### src/rtl/palette_pkg.sv
// Shared palette types and fixed 32-entry RGB colour table.
// Used by palette_lookup_arbiter (colour key via PALETTE_ARB_COLORKEY_EN).
package palette_pkg;

    typedef logic [23:0] rgb_t;
    typedef logic [4:0]  pal_idx_t;

    localparam pal_idx_t PAL_KEY_IDX  = 5'h00;
    localparam pal_idx_t PAL_LAST_IDX = 5'h11;

    // Entries past PAL_LAST_IDX are black.
    localparam rgb_t PAL_COLORS [32] = '{
        24'h800080, 24'hfccfcc, 24'hcfebfe, 24'hd7ecfe,
        24'he0f1ff, 24'hfff3ec, 24'hfdfdfd, 24'h1b1b1b,
        24'hf81d12, 24'hebd1c4, 24'heed4c7, 24'h2b1b09,
        24'hffbf80, 24'hffe78d, 24'hfafecb, 24'hc0e1fc,
        24'h996633, 24'hffcc66, 24'h000000, 24'h000000,
        24'h000000, 24'h000000, 24'h000000, 24'h000000,
        24'h000000, 24'h000000, 24'h000000, 24'h000000,
        24'h000000, 24'h000000, 24'h000000, 24'h000000
    };

endpackage

### src/rtl/palette_lookup_arbiter_rr_arbiter.sv
// Round-robin arbiter: combinational one-hot grant searching from r_ptr,
// pointer moves past the winner when advance is high.
module rr_arbiter #(
    parameter int NUM_REQ = 4
) (
    input  logic               clk,
    input  logic               rst_n,
    input  logic [NUM_REQ-1:0] req,
    input  logic               advance,
    output logic [NUM_REQ-1:0] grant
);

    localparam int PW = (NUM_REQ > 1) ? $clog2(NUM_REQ) : 1;

    logic [PW-1:0] r_ptr;
    logic [PW-1:0] w_next;
    logic          w_found;

    always_comb begin
        grant   = '0;
        w_found = 1'b0;
        w_next  = r_ptr;
        for (int k = 0; k < NUM_REQ; k++) begin
            if (!w_found && req[PW'((int'(r_ptr) + k) % NUM_REQ)]) begin
                w_found = 1'b1;
                grant[PW'((int'(r_ptr) + k) % NUM_REQ)] = 1'b1;
                w_next = PW'((int'(r_ptr) + k + 1) % NUM_REQ);
            end
        end
    end

    always_ff @(posedge clk or negedge rst_n) begin
        if (!rst_n) begin
            r_ptr <= '0;
        end else if (advance && w_found) begin
            r_ptr <= w_next;
        end
    end

endmodule

### src/rtl/palette_lookup_arbiter.sv
// Shared sprite palette with round-robin access and 1-cycle registered reply.
// Define PALETTE_ARB_COLORKEY_EN to make index 0 a transparent colour key.
module palette_lookup_arbiter
    import palette_pkg::*;
#(
    parameter int NUM_REQ = 4,
    parameter int IDX_W   = 5,
    parameter int RGB_W   = 24
) (
    input  logic                     Clk,
    input  logic                     Reset_n,
    input  logic [NUM_REQ-1:0]       req_valid,
    input  logic [NUM_REQ*IDX_W-1:0] req_index,
    output logic [NUM_REQ-1:0]       req_ready,
    output logic [NUM_REQ-1:0]       rsp_valid,
    output logic [RGB_W-1:0]         rsp_rgb,
    output logic                     rsp_transparent,
    output logic                     busy
);

    logic [NUM_REQ-1:0] w_grant;
    logic               w_advance;
    logic [IDX_W-1:0]   w_idx;
    logic [RGB_W-1:0]   w_rgb;
    logic               w_key;

    logic [NUM_REQ-1:0] r_rsp_valid;
    logic [RGB_W-1:0]   r_rsp_rgb;
    logic               r_rsp_key;

    assign w_advance = |req_valid;

    rr_arbiter #(.NUM_REQ(NUM_REQ)) u_rr_arbiter (
        .clk     (Clk),
        .rst_n   (Reset_n),
        .req     (req_valid),
        .advance (w_advance),
        .grant   (w_grant)
    );

    always_comb begin
        w_idx = '0;
        for (int i = 0; i < NUM_REQ; i++) begin
            w_idx |= req_index[i*IDX_W +: IDX_W] & {IDX_W{w_grant[i]}};
        end
    end

    always_comb begin
        w_rgb = '0;
        case (w_idx) inside
            [IDX_W'(0):IDX_W'(PAL_LAST_IDX)]:
                w_rgb = RGB_W'(PAL_COLORS[pal_idx_t'(w_idx)]);
            default:
                w_rgb = '0;
        endcase
`ifdef PALETTE_ARB_COLORKEY_EN
        w_key = (w_idx == IDX_W'(PAL_KEY_IDX));
        if (w_key) begin
            w_rgb = '0;
        end
`else
        w_key = 1'b0;
`endif
    end

    // Colour only reloads on acceptance so it holds between pulses.
    always_ff @(posedge Clk or negedge Reset_n) begin
        if (!Reset_n) begin
            r_rsp_valid <= '0;
            r_rsp_rgb   <= '0;
            r_rsp_key   <= 1'b0;
        end else begin
            r_rsp_valid <= w_grant;
            if (|w_grant) begin
                r_rsp_rgb <= w_rgb;
                r_rsp_key <= w_key;
            end
        end
    end

    assign req_ready       = w_grant;
    assign rsp_valid       = r_rsp_valid;
    assign rsp_rgb         = r_rsp_rgb;
    assign rsp_transparent = r_rsp_key;
    assign busy            = (|req_valid) | (|r_rsp_valid);

endmodule

### config.mk
export PLATFORM = sky130hd
export DESIGN_NAME = palette_lookup_arbiter
export DESIGN_NICKNAME = d
export VERILOG_FILES = /design/src/rtl/palette_pkg.sv /design/src/rtl/palette_lookup_arbiter_rr_arbiter.sv /design/src/rtl/palette_lookup_arbiter.sv
export SDC_FILE = /design/constraint.sdc
export NUM_CORES = 1
export LEC_CHECK = 0
export BUFFER_PORTS_ARGS = -buffer_cell sky130_fd_sc_hd__buf_4
export CAP_MARGIN = 15
export CORE_AREA = 2 2 93 59
export DETAILED_ROUTE_END_ITERATION = 7
export DIE_AREA = 0 0 95 61
export PLACE_DENSITY = 0.83
export SKIP_LAST_GASP = 1
export SLEW_MARGIN = 20
export SYNTH_ARGS = -nofsm -noshare
export SYNTH_HDL_FRONTEND = slang
export SYNTH_SLANG_ARGS = --single-unit
### constraint.sdc
create_clock -name Clk -period 5.05 [get_ports Clk]
set_input_delay 0.2525 -clock Clk [delete_from_list [all_inputs] [get_ports Clk]]
set_output_delay 0.2525 -clock Clk [all_outputs]
set_load 0.02 [all_outputs]
Word level (Yosys, flattened, before mapping)
Memories as Yosys holds them, arrays and structs flattened. Index checks and enable logic that the tools add are counted.

Register bits: 30. Memory bits (read-only): 768. Input bits: 26. Output and inout port bits: 34. Word-level logic and storage cells: 85. Memories kept: 1.

Memory list: (name not given) (depth 32, bits a word 24, rd ports 1, clocked after Yosys merged registers in 0, wr ports 0, RTL line palette_lookup_arbiter.sv:52) `w_rgb = RGB_W'(PAL_COLORS[pal_idx_t'(w_idx)]);`.

$add $sub $neg: 6. Order comparisons: 11. Multiplexer cells: 35. Bitwise operators: 12. Reductions and logical operators: 17.

Operator list (count): $mux W24 (3); $and A5 B5 Y5 (4); $lt A2 B4 Y1 const B (4); $mux W1 (16); $mux W4 (4); $or A5 B5 Y5 (3); $or A4 B4 Y4 (3); $reduce_or A4 Y1 (3); $add A2 B2 Y2 const B (5); $logic_and A1 B1 Y1 (9); $bmux W1 S2 (4); $demux W1 S2 (4); $ge A2 B1 Y1 const B (4); $mux W2 (4); $ge A6 B6 Y1 const B (1); $not A5 Y6 (1); $ge A5 B1 Y1 const B (1); $le A5 B5 Y1 const B (1); $reduce_bool A4 Y1 (1); $logic_not A1 Y1 (3); $add A2 B1 Y2 const B (1); $reduce_and A2 Y1 (1); $or A1 B1 Y1 (1).

Longest topological paths before layout
Gate-level depths: netlist (run 1).

Depth in word-level cells: 22. Depth in mapped cells: 17. Gate-level depth less buffers: 14.

Modules after synthesis
Synthesis (run 1) repeated with hierarchy kept, for this count alone.

Cell total of the unflattened synthesis: 241. Area, all modules: 2260.9 sq um.

Modules (own cells, without submodules): palette_lookup_arbiter (times used 1, cells each 193, area each 1766.7 sq um, sequential area each 700.7 sq um); rr_arbiter (times used 1, cells each 48, area each 494.2 sq um, sequential area each 50.0 sq um).

Worst setup path after synthesis (run 1)
Ideal clock, no wire load.

Kind: reg-to-reg. Start point: register u_rr_arbiter.r_ptr[0]. End point: register r_rsp_rgb[9], in the netlist rsp_rgb[9]. Arrival: 4035 ps. Path slack: 889 ps. Stages on the path, launching flop included: 18. Period minus slack after synthesis: 4161 ps. Cell sequence: dfrtp_1 -> buf_4 -> buf_2 -> inv_1 -> ha_1 -> buf_2 -> mux4_2 -> or3b_1 -> a21oi_1 -> a21o_1 -> a221oi_1 -> nand2_1 -> buf_2 -> ha_1 -> nor3_1 -> a21oi_1 -> a221oi_1 -> o21ai_1.

Cells in the longest elaborated chain, start to end: 22. Elaborated cells between the ends (all ways): 67. Classes of those cells: add/sub (3); order compare (10); mux (30); bitwise (11); reduce/logical (12); memory (1).

RTL lines: start: declaration (RTL line palette_lookup_arbiter_rr_arbiter.sv:15) `logic [PW-1:0] r_ptr;`; start signal: assignment (RTL line palette_lookup_arbiter_rr_arbiter.sv:36) `r_ptr <= w_next;`; parallel branches: the longest is 12 deep, another holds $lt A2 B4 Y1; $mux W4 * (RTL line palette_lookup_arbiter_rr_arbiter.sv:24) `if (!w_found && req[PW'((int'(r_ptr) + k) % NUM_REQ)]) begin`; $and A5 B5 Y5 (RTL line palette_lookup_arbiter.sv:44) `w_idx |= req_index[i*IDX_W +: IDX_W] & {IDX_W{w_grant[i]}};`; $or A5 B5 Y5 (3 in a row) (RTL line palette_lookup_arbiter.sv:44); $not A5 Y6 (not written as such) (RTL line palette_lookup_arbiter.sv:52); $mem_v2 Z32 W24; $mux W24 (not written as such) (2 in a row) (RTL line palette_lookup_arbiter.sv:52); $mux W24 (RTL line palette_lookup_arbiter.sv:50) `case (w_idx) inside`; end signal: assignment (RTL line palette_lookup_arbiter.sv:75) `r_rsp_rgb <= w_rgb;`; end: declaration (RTL line palette_lookup_arbiter.sv:28) `logic [RGB_W-1:0] r_rsp_rgb;`.

Mark *: on every way between the ends. The select of a mux whose other input is x is not followed. A chain may end at the register's enable or synchronous reset.

Final worst setup path (run 1)
Start point: register u_rr_arbiter.r_ptr[1]. End point: register r_rsp_rgb[9], in the netlist rsp_rgb[9].

Same word-level chain as after synthesis.

==> results of run 1 <==
layout make-up:
type	instances	area (um2)	area share (%)
sequential	30	750.7	23.57
inverter	13	48.80	1.532
timing repair buffer	63	475.5	14.93
clock inverter	1	30.03	0.9427
multi-input combinational	237	1715	53.85
clock buffer	6	82.58	2.592
tap	66	82.58	2.592
cell usage in the layout (no fill, tap or decap), types with 5 or more instances in the layout:
| master | instances |
|---|---|
| a22oi_1 | 5 |
| inv_1 | 11 |
| a21oi_1 | 20 |
| mux2i_1 | 6 |
| ha_1 | 13 |
| a22o_1 | 7 |
| o21ai_1 | 5 |
| o21ai_0 | 13 |
| dfrtp_1 | 30 |
| nand2_1 | 32 |
| nand3_1 | 12 |
| nor3_1 | 7 |
| clkbuf_8 | 6 |
| o31ai_1 | 5 |
| a221o_1 | 11 |
| nor2_1 | 13 |
| buf_4 | 62 |
| a31oi_1 | 7 |
synth_stat cells, drive strengths merged (6+ instances only):
cell type   n
a22o        7
a221o      12
buf        20
o21ai      18
clkbuf      7
nor2       15
inv        13
dfrtp      30
nor3        7
a31oi       8
mux2i       6
ha         13
a21oi      21
nand2      33
nand3      12
worst max-delay path, stage by stage, from the launching register on:
cell and delay (ns):
dfrtp_1 0.58, inv_1 0.19, ha_1 0.50, mux4_2 0.62
or3b_1 0.38, a21oi_1 0.34, a21o_1 0.20, a221oi_1 0.14
nand2_2 0.28, ha_1 0.37, nor3_1 0.33, a21oi_1 0.11
a221oi_1 0.43, o21ai_1 0.10
timing repair:
item / in CTS / in global routing
hold endpoints to repair: 30 / 0
hold buffers: 1 / 0
setup endpoints to repair: 0 / 1
resized for setup: 0 / 1
flip-flops by register name, summed over array words and instances (netlist names):
signal and flops:
rsp_rgb 24, rsp_valid 4, u_rr_arbiter.r_ptr 2
per-layer routing:
metal | vias up | global-route usage, %
li1 | 1255 | -
met3 | 8 | 9.317
met4 | 0 | 7.453
met1 | 1304 | 43.72
met2 | 202 | 38.30
met5 | - | 0
path summary, 6_finish.rpt:
path / start / slack [ns] / end
hold reg to reg: rsp_rgb[7] / 0.48 / rsp_rgb[7]
max in group asynchronous: Reset_n / 4.34 / rsp_rgb[11]
hold / removal: req_valid[1] / 0.42 / u_rr_arbiter.r_ptr[1]
min in group asynchronous: Reset_n / 0.43 / rsp_rgb[19]
setup reg to reg: u_rr_arbiter.r_ptr[1] / 0.36 / rsp_rgb[9]
setup / recovery: u_rr_arbiter.r_ptr[1] / 0.36 / rsp_rgb[9]
cells by family after synthesis:
kind of cell | synth area share, %
adders and majority gates | 6.173
xor gates and xnor gates | 0.6649
muxes | 4.843
other | 0.1423
AOI/OAI and AO/OA | 32.95
DFF | 28.49
and+or+nand+nor | 19.52
buffers and inverters | 7.218
through the flow:
step	setup WS, ns	std cells
2_1_floorplan	0.8891	307
3_3_place_gp	0.6690	408
3_5_place_dp	0.3791	408
4_1_cts	0.3599	416
5_1_grt	0.09950	416
6_report	0.3560	416
==> flow_metrics.env, run 1 <==
export IMPL_outcome="complete, no violations"
export IMPL_wl_met2_um=3108
export IMPL_cts_tree="yes"
export IMPL_synthFlopType="dfrtp_1"
export IMPL_synth_top_cell_area_share_pct=28.49
export IMPL_synth_seq_cells=30
export IMPL_area_growth_pct=20.89
export IMPL_synthCells=307
export IMPL_setup_viol=0
export IMPL_layout_nets=389
export IMPL_worstMarginPinSlew_ns=0.8166
export IMPL_min_period_over_period_pct=92.95
export IMPL_wl_met3_um=935
export IMPL_synth_nets=346
export IMPL_drc=0
export IMPL_place_congestion=0.9757
export IMPL_worst_r2r_cell_count=13
export IMPL_drtAntennaViolNets=0
export IMPL_clk_transition_reported_paths_ns=0.06
export IMPL_cap_violations=0
export IMPL_antenna_cells=0
export IMPL_grt_pass1_wl_um=12590
export IMPL_die_w_um=95
export IMPL_hold_depth=3
export IMPL_io_buffers=58
export IMPL_final_core_util_pct=64.62
export IMPL_die_y_um=61
export IMPL_cp_end_kind="flip-flop"
export IMPL_start_kind="flip-flop"
export IMPL_cp_max_fo=13
export IMPL_rows=20
export IMPL_grt_util_all_layers_pct=28.60
export IMPL_grt_overflow_total=0
export IMPL_root_buffer="clkbuf_8"
export IMPL_worst_hold_slack_ns=0.4198
export IMPL_crit_type="flip-flop to flip-flop"
export IMPL_io_pins=60
export IMPL_cp_data_arrival_time_ns=4.86
export IMPL_synth_area_um2=2635
export IMPL_cts_setup_buffers=0
export IMPL_yosysUniqueCellTypes=70
export IMPL_clockBufferDepth=2
export IMPL_wl_per_cell_um=18.88
export IMPL_finalHoldViolCount=0
export IMPL_cts_made_buffers=5
export IMPL_grt_pass1_vias=2430
export IMPL_finalInstanceArea_um2=3186
export IMPL_vias=2769
export IMPL_vias_per_cell=6.656
export IMPL_synth_edf_count=0
export IMPL_yosys_warnings=0
export IMPL_avgSynthCellArea_um2=8.583
export IMPL_layout_drive_gt1_share_pct=26.00
export IMPL_setup_tns_ns=0
export IMPL_grt_antenna_before_repair=0
export IMPL_hold_path_class="input pin to flip-flop"
export IMPL_rsz0062_at_grt="false"
export IMPL_fmax_mhz=213.0
export IMPL_fin_crit_ns=4.694
export IMPL_wl_um=7854
export IMPL_slew_headroom_pct=45.45
export IMPL_yosysSeqAreaShare_pct=28.49
export IMPL_async_flop_share_pct=100.0
export IMPL_nFillCells=412
export IMPL_grt_start_max_net_pins=31
export IMPL_insertion_delay_ns=0.29
export IMPL_yosys_area_top_type="dfrtp_1"
export IMPL_dp_hpwl_um=5702
export IMPL_start_util_pct=53.45
export IMPL_first_iter_violations=270
export IMPL_first_pass_iters=5
export IMPL_highest_layer="met4"
export IMPL_core_region_area_um2=4930
export IMPL_dpl_instance_area_um2=3060
export IMPL_slew_viol_final=0
export IMPL_fin_worst_skew_ns=0.006214
export IMPL_crit_required_ns=5.21
export IMPL_cts_htree_levels=2
export IMPL_wl_met1_um=3746
export IMPL_dieArea_um2=5795
export IMPL_cts_sinks=30
export IMPL_synthTopCellsByArea="dfrtp_1, ha_1, nand2_1"
Power of run 1 is not shown: default switching activity piles up to over one toggle a cycle in this logic, so the estimate is an artifact.
==> run 2: changes to the inputs <==
==> constraint.sdc (replaced) <==
create_clock -name Clk -period 4.5 [get_ports Clk]
set_input_delay 0.225 -clock Clk [delete_from_list [all_inputs] [get_ports Clk]]
set_output_delay 0.225 -clock Clk [all_outputs]
set_load 0.02 [all_outputs]
==> run 2 against run 1 <==
  * Global-route usage increased by 1.7 points
  * Via count decreased by 0.47%
  * Sequential cell count unchanged
  * Count of clock-buffer cells in the layout unchanged
==> flow_metrics.env, run 2 (same netlist as run 1, synthesis figures left out) <==
export IMPL_outcome="complete, no violations"
export IMPL_crit_reg2reg_capture="rsp_rgb[9]"
export IMPL_setup_tns_ns=0
export IMPL_drc=0
export IMPL_hold_depth=3
export IMPL_crit_type="flip-flop to flip-flop"
export IMPL_core_region_area_um2=4930
export IMPL_ctsResizeCount=0
export IMPL_area_growth_pct=20.99
export IMPL_final_cell_mix="buf_4, nand2_1, dfrtp_1, a21oi_1"
export IMPL_rr_startpoint="u_rr_arbiter.r_ptr[1]"
export IMPL_cp_max_fo=9
export IMPL_die_w_um=95
export IMPL_grt_pass1_wl_um=13280
export IMPL_setup_viol=0
export IMPL_fin_crit_ns=4.037
export IMPL_slew_viol_final=0
export IMPL_grt_pass1_vias=2446
export IMPL_dieArea_um2=5795
export IMPL_root_buffer="clkbuf_8"
export IMPL_clockBufferDepth=2
export IMPL_vias=2756
export IMPL_cap_violations=0
export IMPL_die_y_um=61
export IMPL_largest_reg_flops=24
export IMPL_crit_required_ns=4.68
export IMPL_final_common_cell="buf_4"
export IMPL_drtAntennaViolNets=0
export IMPL_layout_nets=392
export IMPL_cts_hold_buf=1
export IMPL_layout_drive_gt1_share_pct=26.55
export IMPL_worst_r2r_cell_count=13
export IMPL_io_buffers=58
export IMPL_fmax_mhz=247.7
export IMPL_insertion_delay_ns=0.29
export IMPL_cts_made_buffers=5
export IMPL_first_pass_iters=6
export IMPL_dpl_instance_area_um2=3083
export IMPL_hold_path_class="input pin to flip-flop"
export IMPL_first_iter_violations=357
export IMPL_wl_per_cell_um=19.59
export IMPL_cts_tree="yes"
export IMPL_grt_overflow_total=0
export IMPL_finalHoldViolCount=0
export IMPL_r2r_slack_ns=0.46
export IMPL_rsz0062_at_grt="false"
export IMPL_grt_start_max_net_pins=31
export IMPL_place_congestion=0.9364
export IMPL_worstMarginPinSlew_ns=0.8849
export IMPL_min_period_over_period_pct=89.71
export IMPL_cts_setup_buffers=0
export IMPL_start_kind="flip-flop"
export IMPL_wl_um=8226
export IMPL_cp_data_arrival_time_ns=4.21
export IMPL_cts_htree_levels=2
export IMPL_start_util_pct=53.45
export IMPL_slew_headroom_pct=40.89
export IMPL_clk_transition_reported_paths_ns=0.07
export IMPL_vias_per_cell=6.562
export IMPL_io_pins=60
export IMPL_fin_worst_skew_ns=0.005317
export IMPL_cp_end_kind="flip-flop"
export IMPL_grt_util_all_layers_pct=30.34
export IMPL_grt_antenna_before_repair=0
export IMPL_cts_sinks=30
export IMPL_crit_path_start="u_rr_arbiter.r_ptr[1]"
export IMPL_finalInstanceArea_um2=3188
export IMPL_hold_end="u_rr_arbiter.r_ptr[1]"
export IMPL_antenna_cells=0
export IMPL_dp_hpwl_um=6042
export IMPL_rows=20
export IMPL_hp_start="req_valid[1]"
==> run 2: cell count changes in the layout (fill, tap and decap cells not counted) <==
| cell | change |
|---|---|
| bufinv_16 | -1 |
| clkinvlp_4 | +1 |
| clkinv_2 | +1 |
| nand2_2 | -1 |
| nand2_1 | +1 |
| buf_4 | +3 |
==> run 2: cell type report <==
cell class / instances / area (um2)
timing repair buffer: 66 / 498.0
sequential: 30 / 750.7
clock inverter: 2 / 12.51
fill: 437 / 1742
tap: 66 / 82.58
inverter: 13 / 48.80
clock buffer: 6 / 82.58
multi-input combinational: 237 / 1713
==> run 2: worst max-delay path: stages (launching register included) <==
cell,delay (ns)
dfrtp_1,0.34
inv_1,0.09
ha_1,0.47
mux4_2,0.61
or3b_1,0.37
a21oi_1,0.34
a21o_1,0.20
a221oi_1,0.13
nand2_1,0.16
ha_1,0.32
nor3_1,0.33
a21oi_1,0.11
a221oi_1,0.35
o21ai_1,0.09
==> run 2: how the worst max path moves through the flow <==
stage / endpoint / slack [ns] / cells after the start
2_1_floorplan: rsp_rgb[9] / 0.34 / 17
3_3_place_gp: rsp_rgb[1] / 0.72 / 13
3_5_place_dp: rsp_rgb[9] / 0.53 / 13
4_1_cts: rsp_rgb[9] / 0.52 / 13
5_1_grt: rsp_rgb[9] / 0.14 / 13
6_report: rsp_rgb[9] / 0.46 / 13
==> run 2: per-stage QoR <==
| step | hold WS (ns) | setup slack [ns] | utilization, % | std cells |
|---|---|---|---|---|
| floorplan | -0.07059 | 0.3391 | - | 307 |
| global placement | 0.1722 | 0.7164 | 62.54 | 411 |
| detailed placement | 0.1728 | 0.5290 | 62.54 | 411 |
| CTS | 0.3448 | 0.5213 | 64.67 | 420 |
| global route | 0.3877 | 0.1406 | 64.67 | 420 |
| finish | 0.3473 | 0.4628 | 64.67 | 420 |
==> run 2: layer usage <==
layer  vias to the layer above  global-route usage [%]  part of all wire (%)
met5                         -                       0                     0
met4                         0                   5.590                  0.77
met3                         7                   8.323                    10
met2                       174                   41.95                    41
met1                      1313                   47.12                    48
li1                       1262                       -                     -
Power of run 2 is left out for the same reason.
